<file path="src/rtl/row_window_ctrl_pkg.sv">
// row_window_ctrl_pkg: FSM encoding and window geometry shared by the row window sequencer.
package row_window_ctrl_pkg;
  localparam logic [1:0] S_IDLE  = 2'd0;
  localparam logic [1:0] S_ROW   = 2'd1;
  localparam logic [1:0] S_DRAIN = 2'd2;
  localparam logic [1:0] S_DONE  = 2'd3;
  localparam int WIN_TAPS   = 3;
  localparam int DRAIN_POPS = WIN_TAPS - 1;
  localparam int DRAIN_CW   = $clog2(DRAIN_POPS + 1);
endpackage

</file>
<file path="src/rtl/row_window_ctrl.sv">
// row_window_ctrl: writes a pixel stream into a pop-1/read-3 FIFO, pops one window per column,
// flushes the row tail so windows never span rows, and tags the FIFO read data.
module row_window_ctrl
  import row_window_ctrl_pkg::*;
#(
  parameter int DAT_WIDTH     = 8,
  parameter int FF_ADDR_WIDTH = 3,
  parameter int DIM_WIDTH     = 10
) (
  input  logic                     clk,
  input  logic                     rst,
  input  logic                     start,
  input  logic [DIM_WIDTH-1:0]     cfg_row_len,
  input  logic [DIM_WIDTH-1:0]     cfg_num_rows,
  output logic                     busy,
  output logic                     done,
  output logic                     cfg_err,
  input  logic                     in_valid,
  input  logic [DAT_WIDTH-1:0]     in_data,
  output logic                     in_ready,
  input  logic                     out_stall,
  output logic                     ff_wr_req,
  output logic [DAT_WIDTH-1:0]     ff_wr_data,
  output logic                     ff_rd_req,
  input  logic                     ff_rd_data_val,
  input  logic [FF_ADDR_WIDTH:0]   ff_data_counter,
  input  logic                     ff_full,
  output logic                     win_valid,
  output logic                     win_last,
  output logic                     win_last_row
);
  logic [1:0]           state;
  logic [DIM_WIDTH-1:0] row_len, len_m2, len_m3, rows_m1;
  logic [DIM_WIDTH-1:0] row_cnt, wr_col, rd_col;
  logic [DRAIN_CW-1:0]  drain_cnt;
  logic                 keep_q, last_q, lrow_q;
  logic                 cfg_ok, win_pop, last_pop, last_row, drain_end;

  always_comb begin
    cfg_ok       = (cfg_row_len >= DIM_WIDTH'(WIN_TAPS)) && (cfg_num_rows != '0);
    last_pop     = rd_col == len_m3;
    last_row     = row_cnt == rows_m1;
    drain_end    = (state == S_DRAIN) && (drain_cnt == DRAIN_CW'(DRAIN_POPS - 1));
    in_ready     = (state == S_ROW) && (wr_col < row_len) && !ff_full;
    ff_wr_req    = in_valid && in_ready;
    ff_wr_data   = in_data;
    win_pop      = (state == S_ROW) && (rd_col < len_m2) &&
                   (ff_data_counter >= (FF_ADDR_WIDTH+1)'(WIN_TAPS)) && !out_stall;
    // tail-discard pops ignore back-pressure: their data is never presented
    ff_rd_req    = win_pop || (state == S_DRAIN);
    busy         = state != S_IDLE;
    done         = state == S_DONE;
    win_valid    = ff_rd_data_val && keep_q;
    win_last     = win_valid && last_q;
    win_last_row = win_valid && lrow_q;
  end

  always_ff @(posedge clk or posedge rst) begin
    if (rst) begin
      state     <= S_IDLE;
      row_len   <= '0;
      len_m2    <= '0;
      len_m3    <= '0;
      rows_m1   <= '0;
      row_cnt   <= '0;
      wr_col    <= '0;
      rd_col    <= '0;
      drain_cnt <= '0;
      keep_q    <= 1'b0;
      last_q    <= 1'b0;
      lrow_q    <= 1'b0;
      cfg_err   <= 1'b0;
    end else begin
      cfg_err <= (state == S_IDLE) && start && !cfg_ok;
      keep_q  <= win_pop;
      last_q  <= win_pop && last_pop;
      lrow_q  <= last_row;
      if (ff_wr_req) wr_col <= wr_col + 1'b1;
      if (win_pop) rd_col <= rd_col + 1'b1;
      if (state == S_DRAIN) drain_cnt <= drain_cnt + 1'b1;
      case (state)
        S_IDLE: if (start && cfg_ok) begin
          row_len <= cfg_row_len;
          len_m2  <= cfg_row_len - DIM_WIDTH'(DRAIN_POPS);
          len_m3  <= cfg_row_len - DIM_WIDTH'(WIN_TAPS);
          rows_m1 <= cfg_num_rows - 1'b1;
          row_cnt <= '0;
          wr_col  <= '0;
          rd_col  <= '0;
          state   <= S_ROW;
        end
        S_ROW: if (win_pop && last_pop) begin
          drain_cnt <= '0;
          state     <= S_DRAIN;
        end
        S_DRAIN: if (drain_end) begin
          drain_cnt <= '0;
          wr_col    <= '0;
          rd_col    <= '0;
          row_cnt   <= last_row ? row_cnt : row_cnt + 1'b1;
          state     <= last_row ? S_DONE : S_ROW;
        end
        default: state <= S_IDLE;
      endcase
    end
  end
endmodule

</file>
<file path="config.mk">
export PLATFORM = sky130hd
export DESIGN_NAME = row_window_ctrl
export DESIGN_NICKNAME = d
export VERILOG_FILES = /design/src/rtl/row_window_ctrl_pkg.sv /design/src/rtl/row_window_ctrl.sv
export SDC_FILE = /design/constraint.sdc
export NUM_CORES = 1
export LEC_CHECK = 0
export CAP_MARGIN = 25
export CORE_MARGIN = 2
export CORE_UTILIZATION = 63
export CTS_BUF_LIST = sky130_fd_sc_hd__clkbuf_4
export DETAILED_ROUTE_END_ITERATION = 8
export GPL_TIMING_DRIVEN = 0
export PLACE_DENSITY = 0.89
export RECOVER_POWER = 50
export SLEW_MARGIN = 20
export SYNTH_ARGS = -nofsm -noshare
export SYNTH_HDL_FRONTEND = slang
export SYNTH_SLANG_ARGS = --single-unit
</file>
<file path="constraint.sdc">
create_clock -name clk -period 7.5 [get_ports clk]
set_input_delay 1.875 -clock clk [delete_from_list [all_inputs] [get_ports clk]]
set_output_delay 1.875 -clock clk [all_outputs]
set_load 0.05 [all_outputs]
</file>
==> key figures, run 1 <==
Run status
  – Status: finished, violations left
  – Failing checks: capacitance limit, slew limit

Global route
  – Total grt overflow: 0
  – Initial antenna violation count: 0
  – Largest net degree at the start of global routing: 55
  – GRT Overall Usage: 0.2732
  – First-pass GRT wire length: 17750 µm
  – Via count of the first global-routing pass: 3832

STA
  – Unrepaired setup endpoints after global routing: no
  – Clock skew: 0.02670 ns
  – Hold slack: 0.4960 ns
  – Setup TNS: 0 ns
  – Final setup viols: 0
  – Slew at the pin with the worst max-slew slack: 2.786 ns
  – Slew HR: -0.8575
  – Final period utilization: 0.8738
  – FMAX: 152.6 MHz
  – Max-slew violations: 55
  – Final worst slack: 0.9467 ns
  – Fin. Hold Viols: 0
  – Min Clock Period, post-route: 6.553 ns

Route
  – DRC viols: 0
  – Vias per cell: 5.746
  – Antenna Nets Post-Route: 0
  – Routed vias: 3775
  – 1st-iter DRT viols: 217
  – DR pass1 iterations: 5
  – Routed WL: 10280 µm
  – Wire length per cell: 15.65 µm

Pwr
  – Leak: 2.344 nW
  – Maximum vdd drop: 156.5 µV
  – Logic gate share of total power: 0.402
  – Clock Power Share: 0.173
  – Flop pwr share: 0.425
  – Sw frac: 0.4057
  – Sw Pwr: 596.7 µW
  – Int Pwr: 874.1 µW
  – Power Density: 275.7 mW/mm²

Final layout
  – Layout filler cell count: 516
  – Diode count: 0
  – Area Growth Syn to Fin: 15.21%
  – Multi-input gate area: 0.002432 mm²
  – Reg area: 0.001927 mm²
  – Net count, final: 623
  – Layout cells sized above 1: 0.07706

Min path
  – Worst hold path depth: 2
  – Tightest Hold Check Type: register to register

Logic synthesis
  – Async S/R FF share, synth: 1.000
  – Post-synth top area cell: dfrtp_1
  – Post-synth EDFFs: 0
  – Ys Warns: 0
  – Synth cell count leaders: dfrtp_1, nand2_1, xnor2_1
  – Synth Area per Inst: 9.317 µm²
  – Ys flop type: dfrtp_1
  – Post-Synthesis Cells: 497
  – Post-synthesis sequential area ratio: 0.4161
  – Mapped Nets: 567
  – Syn Std Cell Area: 0.004631 mm²
  – Post-synthesis cell type count: 44
  – Post-synth top area share: 0.4161
  – Register bit count reported by yosys: 77
  – Synth area leaders: dfrtp_1, ha_1, xnor2_1, xor2_1, nand2_1
  – Cell with the most instances after synthesis: dfrtp_1

Clock network
  – Root buffer cell: clkbuf_4
  – Post-cts gate resize count: 0
  – Clk_lat worst skew: 0.45 ns
  – Clock transition at path regs: 0.12 ns
  – H-tree depth: 3
  – CTS tree: yes
  – Clock Sinks: 77
  – Post-CTS setup buffers: 0
  – Hold_buf cts: 0
  – Cts bufs inserted: 9
  – Clock Path Buffers: 2

Floorplan
  – # IOs: 56
  – Chip width: 89.74 µm
  – Die height: 89.74 µm
  – Core ar.: 0.007176 mm²
  – Initial Utilization: 0.6453
  – Die Area: 0.008052 mm²
  – Rows: 31

Placement
  – DP Worst Slack: 1.080 ns
  – Hpwl dp: 7916 µm
  – # port buffers: 44
  – GPL Wtd Cong: 0.8884

Flow run
  – Max-Cap Viols: 1

Critical path
  – Setup Crit Path Kind: input port to output port
  – Arr. time, crit path: 4.68 ns
  – CP Data Required Time: 5.62 ns
  – Crit end category: output port
  – FF-to-FF path depth: 7
  – Critical path startpoint category: input port
  – Maximum fanout along the worst path: 10
registers in the layout (all words and copies together), names as in the netlist, 2 cells and up:
register and flops:
rows_m1 10, rd_col 10, len_m2 9, wr_col 10, state 2, row_cnt 10, row_len 10, drain_cnt 2
len_m3 10
placed cells by master, fill, tap and decap left out, types with 13 or more instances in the layout:
master,n
dfrtp_1,77
nand2_1,46
xnor2_1,44
clkdlybuf4s50_1,40
nor2_1,39
inv_1,35
o21ai_0,33
ha_1,31
xor2_1,20
a21oi_1,17
clkbuf_1,15
nand3_1,15
nor3_1,14
a211oi_1,13
layer usage:
metal  track usage  wire length [µm]
met2        0.4571              5072
met5             0                 0
met4        0.1026               187
met3       0.05448               531
met1        0.3551              4489
through the flow:
step | utilization | power, mW | cells | area, µm²
finish | 0.7435 | 1.471 | 657 | 5335
global route | 0.7435 | 1.575 | 657 | 5335
CTS | 0.7475 | 1.475 | 657 | 5364
detailed placement | 0.7282 | 1.224 | 641 | 5225
global placement | 0.7240 | 1.184 | 640 | 5195
floorplan | - | 1.046 | 497 | 4631
logic make-up after synthesis:
logic type | count (synthesis) | share of synthesized area
mux | 9 | 0.02189
simple gates | 164 | 0.1705
xor+xnor | 64 | 0.1210
buf+inv | 62 | 0.05782
compound gates | 90 | 0.1289
fa+ha+maj | 31 | 0.08376
flops | 77 | 0.4161
critical path: stages:
cell and delay [ns]:
dlygate4sd3_1 0.57, nor2_1 0.09, nand2_1 0.05, or4_1 0.54
clkbuf_1 0.23, nor2_1 0.35, or2_2 0.17, clkdlybuf4s50_1 0.79
power groups by stage:
| stage | registers [mW] | logic, mW | clock network [mW] |
|---|---|---|---|
| after floorplan | 0.604 | 0.443 | 0 |
| after global placement | 0.625 | 0.560 | 0 |
| after detailed placement | 0.633 | 0.592 | 0 |
| after CTS | 0.623 | 0.595 | 0.257 |
| after global routing | 0.639 | 0.662 | 0.275 |
| final | 0.625 | 0.591 | 0.255 |
final cells by class:
class / instances / share of cell area
Clock inverter: 6 / 0.01196
Tap cell: 99 / 0.02322
Clock buffer: 10 / 0.01407
Timing Repair Buffer: 45 / 0.08326
Buffer: 26 / 0.02486
Multi-Input combinational cell: 358 / 0.4559
Inverter: 36 / 0.02556
Sequential cell: 77 / 0.3612
final timing paths:
path                                          end  slack [ns]              startpoint
setup / recovery                        ff_rd_req        0.95               out_stall
hold / removal             row_len[2]$_DFFE_PP0P_        0.50  row_len[2]$_DFFE_PP0P_
setup reg to reg             state[0]$_DFFE_PP0P_        4.76     rd_col[4]$_DFF_PP0_
hold reg to reg            row_len[2]$_DFFE_PP0P_        0.50  row_len[2]$_DFFE_PP0P_
max in group asynchronous  rows_m1[9]$_DFFE_PP0P_        2.38                     rst
min in group asynchronous  drain_cnt[1]$_DFF_PP0_        2.02                     rst
Note: power is estimated with default switching activity, not from simulation.
==> run 2: changes to the inputs <==
--- a/config.mk
+++ b/config.mk
@@ -6,12 +6,14 @@
 export NUM_CORES = 1
 export LEC_CHECK = 0
 export CAP_MARGIN = 25
+export CELL_PAD_IN_SITES_DETAIL_PLACEMENT = 1
+export CELL_PAD_IN_SITES_GLOBAL_PLACEMENT = 1
 export CORE_MARGIN = 2
-export CORE_UTILIZATION = 63
+export CORE_UTILIZATION = 48
 export CTS_BUF_LIST = sky130_fd_sc_hd__clkbuf_4
 export DETAILED_ROUTE_END_ITERATION = 8
 export GPL_TIMING_DRIVEN = 0
-export PLACE_DENSITY = 0.89
+export PLACE_DENSITY_LB_ADDON = 0.1
 export RECOVER_POWER = 50
 export SLEW_MARGIN = 20
 export SYNTH_ARGS = -nofsm -noshare
==> run 2 against run 1 <==
  * Clock skew is 0.0017 ns higher
  * Via count is 0.53% lower
  * The run still ends with capacitance limit, slew limit left
  * Critical path depth stayed put
  * Total power is 1.6% higher
  * Fmax is 0.88% lower
  * Final cell count is 4.6% higher
==> key figures, run 2 (synthesis gave the netlist of run 1 again) <==
Critical path
  – Crit path top cell by count: nor2_1
  – Arr. time, crit path: 4.74 ns
  – Critical-path top delay cell: clkdlybuf4s50_1
  – CP Data Required Time: 5.62 ns
  – Setup Crit Path Kind: input port to output port
  – Maximum fanout along the worst path: 10
  – Critical path startpoint category: input port
  – Crit end category: output port
  – Crit-path max cell delay: 0.79 ns
  – Cells along the critical path: dlygate4sd3_1 > nor2_1 > nand2_1 > or4_1 > clkbuf_1 > nor2_1 > or2_2 > clkdlybuf4s50_1

Route
  – Wire length per cell: 16.89 µm
  – DRC viols: 0
  – Antenna Nets Post-Route: 0
  – DR pass1 iterations: 4
  – Routed WL: 11600 µm
  – Routed vias: 3755
  – Vias per cell: 5.466
  – 1st-iter DRT viols: 167

Pwr
  – Leak: 2.343 nW
  – Power Density: 278.2 mW/mm²
  – Pwr Total: 1.495 mW
  – Maximum vdd drop: 109.3 µV

STA
  – Slew HR: -0.9877
  – Slew at the pin with the worst max-slew slack: 2.982 ns
  – Min Clock Period, post-route: 6.611 ns
  – Final period utilization: 0.8815
  – Clock skew: 0.02841 ns
  – Fin. Hold Viols: 0
  – Unrepaired setup endpoints after global routing: no
  – Max-slew violations: 57
  – FMAX: 151.3 MHz
  – Final setup viols: 0
  – Setup TNS: 0 ns
  – Final worst slack: 0.8885 ns

Final layout
  – Fin area: 0.005373 mm²
  – Diode count: 0
  – Layout cells sized above 1: 0.07706
  – Most frequent cells in the layout: dfrtp_1, nand2_1, xnor2_1
  – Layout filler cell count: 1102
  – Area Growth Syn to Fin: 16.02%
  – Commonest non-fill, non-tap cell in the layout: dfrtp_1
  – Net count, final: 623

Global route
  – Initial antenna violation count: 0
  – First-pass GRT wire length: 19480 µm
  – GRT Overall Usage: 0.2427
  – Total grt overflow: 0
  – Via count of the first global-routing pass: 4053
  – Largest net degree at the start of global routing: 57

Clock network
  – Clk_lat worst skew: 0.47 ns
  – H-tree depth: 3
  – Root buffer cell: clkbuf_4
  – Hold_buf cts: 0
  – Post-CTS setup buffers: 0
  – Clock Sinks: 77
  – Clock transition at path regs: 0.15 ns
  – Post-cts gate resize count: 0
  – Cts bufs inserted: 9
  – Clock Path Buffers: 2
  – CTS tree: yes

Placement
  – Hpwl dp: 9102 µm
  – # port buffers: 44
  – Placed cell areas: 0.005263 mm²
  – GPL Wtd Cong: 0.8061
  – DP Worst Slack: 1.027 ns

Floorplan
  – Die Area: 0.01045 mm²
  – Rows: 35
  – Core ar.: 0.009284 mm²
  – Die height: 102.2 µm
  – Initial Utilization: 0.4988
  – # IOs: 56
  – Chip width: 102.2 µm

Flow run
  – Max-Cap Viols: 1

Run status
  – Status: finished, violations left
  – Failing checks: capacitance limit, slew limit

Min path
  – Tightest Hold Check Type: register to register
run 2: changes by cell type in the layout (fill, tap and decap cells not counted):
| cell | before | now |
|---|---|---|
| and2_0 | 0 | 1 |
| and2_1 | 3 | 2 |
run 2: final cells by class:
cell class | count | area (µm²) | area share
clock buffers | 10 | 75.07 | 0.01397
inverters | 36 | 136.4 | 0.02538
plain buffers | 26 | 132.6 | 0.02469
well taps | 129 | 161.4 | 0.03004
flip-flops and latches | 77 | 1927 | 0.3586
clock inverters | 6 | 63.81 | 0.01188
repair buffers | 45 | 444.2 | 0.08267
multi-input cells | 358 | 2432 | 0.4527
run 2: worst max-delay path: cells and delay by family:
kind          cells  cell delay [ns]
buf+inv           3             1.58
simple gates      5             1.28
run 2: through the flow:
| step | hold slack, ns | instances | utilization |
|---|---|---|---|
| floorplan | 0.4498 | 497 | - |
| global placement | 0.4700 | 670 | 0.5636 |
| detailed placement | 0.4833 | 671 | 0.5668 |
| CTS | 0.5151 | 687 | 0.5818 |
| global route | 0.5412 | 687 | 0.5787 |
| finish | 0.5115 | 687 | 0.5787 |
run 2: layer usage:
metal  part of all wire  GRT usage  up-vias
met4              0.015    0.05436        0
met2               0.50     0.4231       72
met3              0.038    0.05814       15
met5                  0          0        -
met1               0.45     0.3071     1850
li1                   -          -     1818
run 2: final timing paths:
path	start	end	slack (ns)	cells past startpoint
max	out_stall	ff_rd_req	0.89	8
min	len_m2[7]$_DFFE_PP0P_	len_m2[7]$_DFFE_PP0P_	0.51	2
max reg2reg	rd_col[4]$_DFF_PP0_	state[0]$_DFFE_PP0P_	4.66	7
min reg2reg	len_m2[7]$_DFFE_PP0P_	len_m2[7]$_DFFE_PP0P_	0.51	2
max in group asynchronous	rst	rd_col[0]$_DFF_PP0_	2.19	3
min in group asynchronous	rst	row_cnt[1]$_DFFE_PP0P_	2.03	2
run 2: power by group:
group | internal, mW | leakage, nW | switching (mW)
Sequential | 0.535 | 0.994 | 0.0917
Clock | 0.105 | 0.0724 | 0.155
Combinational | 0.236 | 1.28 | 0.373
